### src/rtl/mips_pkg.sv
// Shared constants for the MIPS memory stage: default memory map, I/O window offsets
// and the decoded-region type used by the data memory address decoder.
package mips_pkg;

  localparam logic [31:0] DATA_BASE_DEF = 32'h1001_0000;
  localparam logic [31:0] IO_BASE_DEF   = 32'hFFFF_0000;

  localparam logic [31:0] PORTOUT_OFS = 32'h0000_0000;
  localparam logic [31:0] PORTIN_OFS  = 32'h0000_0004;
  localparam logic [31:0] PORTEVT_OFS = 32'h0000_0008;
  localparam int          WORD_BYTES  = 4;

  typedef enum logic [2:0] {
    REG_NONE,
    REG_RAM,
    REG_PORTOUT,
    REG_PORTIN,
    REG_PORTEVT
  } memRegion_t;

endpackage

### src/rtl/port_in_sync.sv
// Two-flop synchronizer for the external input pins, plus a sticky change-event flag
// raised whenever the synchronized value differs from the previous sample.
module port_in_sync #(
  parameter int W = 8
) (
  input  logic         clk,
  input  logic         reset,
  input  logic [W-1:0] portIn,
  input  logic         clr,
  output logic [W-1:0] sync,
  output logic         evt
);

  logic [W-1:0] sync1;
  logic [W-1:0] sync2;
  logic [W-1:0] prev;
  logic         changeSeen;

  assign changeSeen = (sync2 != prev);

  // A change detected on the same edge as a clear must not be lost, so set beats clear.
  always_ff @(posedge clk) begin
    if (reset) begin
      sync1 <= '0;
      sync2 <= '0;
      prev  <= '0;
      evt   <= 1'b0;
    end else begin
      sync1 <= portIn;
      sync2 <= sync1;
      prev  <= sync2;
      if (changeSeen)
        evt <= 1'b1;
      else if (clr)
        evt <= 1'b0;
    end
  end

  assign sync = sync2;

endmodule

### src/rtl/mips_data_memory_io.sv
// Memory stage: word-addressed data RAM plus a small memory-mapped I/O window
// (output port, synchronized input port, sticky input-change event).
module mips_data_memory_io
  import mips_pkg::*;
#(
  parameter int          MEMORY_DEPTH = 64,
  parameter logic [31:0] DATA_BASE    = DATA_BASE_DEF,
  parameter logic [31:0] IO_BASE      = IO_BASE_DEF
) (
  input  logic        clk,
  input  logic        reset,
  input  logic        MemRead,
  input  logic        MemWrite,
  input  logic [31:0] Address,
  input  logic [31:0] WriteData,
  output logic [31:0] ReadData,
  input  logic [7:0]  PortIn,
  output logic [31:0] PortOut,
  output logic        AddrError
);

  localparam int IDXW = (MEMORY_DEPTH > 1) ? $clog2(MEMORY_DEPTH) : 1;
  localparam logic [32:0] RAM_END = {1'b0, DATA_BASE} + 33'(WORD_BYTES * MEMORY_DEPTH);

  logic [31:0]     ram [MEMORY_DEPTH];
  logic [31:0]     ramOffset;
  logic [IDXW-1:0] ramIndex;
  logic            ramHit;
  logic            misaligned;
  memRegion_t      region;
  logic            accessOk;
  logic            evtClr;
  logic [7:0]      portInSync;
  logic            portEvt;

  // The upper bound is compared in 33 bits so the RAM window can never wrap around.
  assign ramHit    = (Address >= DATA_BASE) && ({1'b0, Address} < RAM_END);
  assign ramOffset = Address - DATA_BASE;
  assign ramIndex  = IDXW'(ramOffset >> 2);
  assign misaligned = |Address[1:0];

  always_comb begin
    region = REG_NONE;
    if (ramHit)
      region = REG_RAM;
    else if (Address == IO_BASE + PORTOUT_OFS)
      region = REG_PORTOUT;
    else if (Address == IO_BASE + PORTIN_OFS)
      region = REG_PORTIN;
    else if (Address == IO_BASE + PORTEVT_OFS)
      region = REG_PORTEVT;
  end

  assign AddrError = (MemRead | MemWrite) & (misaligned | (region == REG_NONE));
  assign accessOk  = ~misaligned & (region != REG_NONE);
  assign evtClr    = MemRead & accessOk & (region == REG_PORTEVT);

  // RAM has no reset; a store that coincides with reset is simply dropped.
  always_ff @(posedge clk) begin
    if (!reset && MemWrite && accessOk && (region == REG_RAM))
      ram[ramIndex] <= WriteData;
  end

  always_ff @(posedge clk) begin
    if (reset)
      PortOut <= '0;
    else if (MemWrite && accessOk && (region == REG_PORTOUT))
      PortOut <= WriteData;
  end

  port_in_sync #(.W(8)) uSync (
    .clk    (clk),
    .reset  (reset),
    .portIn (PortIn),
    .clr    (evtClr),
    .sync   (portInSync),
    .evt    (portEvt)
  );

  always_comb begin
    ReadData = '0;
    if (MemRead && accessOk) begin
      unique case (region)
        REG_RAM:     ReadData = ram[ramIndex];
        REG_PORTOUT: ReadData = PortOut;
        REG_PORTIN:  ReadData = {24'b0, portInSync};
        REG_PORTEVT: ReadData = {31'b0, portEvt};
        default:     ReadData = '0;
      endcase
    end
  end

endmodule

### config.mk
export PLATFORM = sky130hd
export DESIGN_NAME = mips_data_memory_io
export DESIGN_NICKNAME = d
export VERILOG_FILES = /design/src/rtl/mips_pkg.sv /design/src/rtl/port_in_sync.sv /design/src/rtl/mips_data_memory_io.sv
export SDC_FILE = /design/constraint.sdc
export NUM_CORES = 2
export LEC_CHECK = 0
export BUFFER_PORTS_ARGS = -buffer_cell sky130_fd_sc_hd__buf_2
export CAP_MARGIN = 0
export CORE_MARGIN = 8
export CORE_UTILIZATION = 32
export CTS_BUF_LIST = sky130_fd_sc_hd__clkbuf_8
export DETAILED_ROUTE_END_ITERATION = 8
export GPL_ROUTABILITY_DRIVEN = 0
export PLACE_DENSITY = 0.44
export SLEW_MARGIN = 20
export SYNTH_ARGS = -nofsm -noshare
export SYNTH_HDL_FRONTEND = slang
export SYNTH_SLANG_ARGS = --single-unit
### constraint.sdc
create_clock -name clk -period 5.25 [get_ports clk]
set_input_delay 0.525 -clock clk [delete_from_list [all_inputs] [get_ports clk]]
set_output_delay 0.525 -clock clk [all_outputs]
set_load 0.1 [all_outputs]
==> out/metrics.yaml <==
outcome: "complete, no violations"
drive_above_1_share: 0.300
synth_edf_count: 2048
synth_largest_area_cell: "edfxtp_1"
die_x_um: 517
cts_max_path_buffers: 4
num-nets-final: 4469
hold_slack_ps: 112
hpwl_um: 166000
synthArstFlopShare: 0
grt_first_pass_wirelength_um: 372000
critPathArrivalTime_ps: 4340
fp.coreArea_mm2: 0.251
first_global_vias: 43400
end_kind: "primary output"
die-area_mm2: 0.268
cts_root_buf: "clkbuf_8"
fin_setup_tns_ps: 0
ioPinCount: 141
cts_setup_buffers: 0
drt-vias-per-instance: 5.30
cp_max_fo: 22
finalHoldViolCount: 0
tightest_slew_ps: 1150
start_util: 0.321
max_clock_freq_mhz: 206
insertion_delay_ps: 1070
cts_resized: 0
synth_area_mm2: 0.0805
drc: 0
cts_buffers: 371
ir_worst_vdd_mv: 0.214
wl_per_cell_um: 34.2
synth.avg_cell_area_um2: 21.2
slew-limit-headroom: 0.232
hp-class: "in2reg"
syn2layout_area_growth_pct: 17.5
cp.required_ps: 4720
syn_nets: 3875
yosys_register_bits: 2105
clkTransAtPathRegs_ps: 50
grt_max_degree: 67
ctsHtreeMaxLevel: 5
r2r-start: "uSync.sync[2]"
rsz0062_at_grt: "false"
drv_slew: 0
yosysUniqueCellTypes: 58
std_cell_rows: 184
port_buffers: 140
synth.area.top_cells: "edfxtp_1 76%, mux4_2 12%, mux2i_1 2.4%, dfxtp_1 1.4%, nand2_1 0.87%"
p_leak_nw: 30.3
antenna_found_initial: 20
wl_um: 275000
power_per_cell_area_mw_per_mm2: 355
cts_hold_buf: 14
gr-total-overflow: 0
timing.final.crit_share: 0.926
cts.sinks: 2105
setup_viol: 0
place_inst: 7354
place_ws_ps: 628
layout_min_cycle_time_ps: 4860
cap_violations: 0
startpoint: "Address[1]"
yosysWarnings: 0
fp.dieH_um: 517
vias: 42500
syn_inst: 3799
fin_skew_ps: 30.5
finalNonFillerCells: 8027
drtAntennaViolNets: 0
grt_usage: 0.201
drt_iter0_markers: 4783
synth_top_cell_area_share: 0.764
drtPass1Iterations: 5
n_fill_cell: 22900
cts_tree: "yes"
seq_area_frac_synth: 0.778
start_kind: "input port"
worstHoldStart: "WriteData[16]"
setup_slack_ps: 388
yosys_most_used_dff: "edfxtp_1"
critPathKind: "in2out"
==> registers in the layout (all words and copies together), names as in the netlist <==
| name | count |
|---|---|
| uSync.prev | 8 |
| uSync.evt | 1 |
| uSync.sync1 | 8 |
| uSync.sync | 8 |
| ram | 2048 |
| PortOut | 32 |
==> worst paths after layout <==
check | slack (ps) | cells after the start | to
max reg2reg | 3880 | 3 | uSync.evt
min | 110 | 1 | ram[44][16]
max | 390 | 9 | ReadData[3]
min reg2reg | 450 | 1 | uSync.sync[4]
==> power by group <==
group	leakage [nW]	internal (mW)	total [mW]	switching, mW
Sequential	18.9	18.4	18.4	0.00423
Combinational	7.68	0.554	1.67	1.12
Clock	3.79	6.85	13.5	6.65
==> cells by family (layout without fill, tap and decap cells) <==
family          count (synthesis)  in the layout  synth area share
xor+xnor                        8              8          0.000871
flops                        2105           2105             0.778
simple gates                  422            422            0.0238
other cells                     0             12                 0
compound gates                397            397            0.0334
buf+inv                       217           1085            0.0139
mux                           650            650             0.150
==> cell type report <==
type | instances | area (um^2) | area share
antenna | 12 | 30.0 | 0.000318
clock buffer | 378 | 5200 | 0.0550
clock inverter | 269 | 1200 | 0.0127
inverter | 3 | 16.3 | 0.000172
multi-input combinational | 1477 | 17300 | 0.183
sequential | 2105 | 62600 | 0.663
tap | 3348 | 4190 | 0.0443
timing repair buffer | 435 | 3990 | 0.0422
==> worst max-delay path: stages <==
cell           delay, ps
dlygate4sd3_1        530
buf_2                120
nor4_1               450
nand4_1              190
or2_2                540
buf_4                400
a2111oi_0            830
a32o_1               480
buf_12               220
==> routing by layer <==
| layer | routed length, um | GRT usage | vias up |
|---|---|---|---|
| met4 | 6490 | 0.0492 | 4 |
| met5 | 27 | 0 | - |
| met2 | 134000 | 0.334 | 1663 |
| li1 | - | - | 17200 |
| met1 | 118000 | 0.277 | 23300 |
| met3 | 16400 | 0.0340 | 354 |
==> cells in the final DEF (no fill, tap or decap), types with 8 or more instances in the layout <==
cell type	Yosys	final
edfxtp_1	2048	2048
mux4_2	440	440
clkbuf_8	0	378
buf_4	47	234
mux2i_1	191	191
nand2_1	186	184
inv_1	2	135
buf_2	56	109
o22ai_1	94	94
clkinv_1	0	89
buf_12	0	75
a21oi_1	62	62
nor2_4	0	61
o21ai_0	59	59
dfxtp_1	57	57
nor2_1	106	44
o221ai_1	39	39
clkinv_2	0	35
a22oi_1	31	31
nor2b_1	31	30
mux2_2	19	19
a211oi_1	17	17
a32o_1	16	16
a31oi_1	15	15
nand3_1	15	14
dlygate4sd3_1	0	14
nor4_1	13	13
nor3_1	15	13
diode_2	0	12
a221oi_1	10	10
nand4_1	9	9
and3_1	11	9
a41oi_1	8	8
xor2_1	8	8
==> metrics by stage <==
stage | total power, mW | cell area (um^2) | util
5_1_grt | 34.7 | 94500 | 0.377
6_report | 33.6 | 94500 | 0.377
4_1_cts | 34.0 | 94500 | 0.377
2_1_floorplan | 19.6 | 80500 | -
3_3_place_gp | 20.5 | 88000 | 0.351
3_5_place_dp | 20.5 | 88000 | 0.351
==> cells in the mapped netlist (31+ instances only) <==
| cell type | number |
|---|---|
| o221ai_1 | 39 |
| a21oi_1 | 62 |
| mux4_2 | 440 |
| nand2_1 | 186 |
| o22ai_1 | 94 |
| buf_4 | 47 |
| nor2_1 | 106 |
| mux2i_1 | 191 |
| a22oi_1 | 31 |
| dfxtp_1 | 57 |
| edfxtp_1 | 2048 |
| nor2b_1 | 31 |
| clkbuf_1 | 90 |
| buf_2 | 56 |
| o21ai_0 | 59 |
Power figures use the tool's default switching activity.
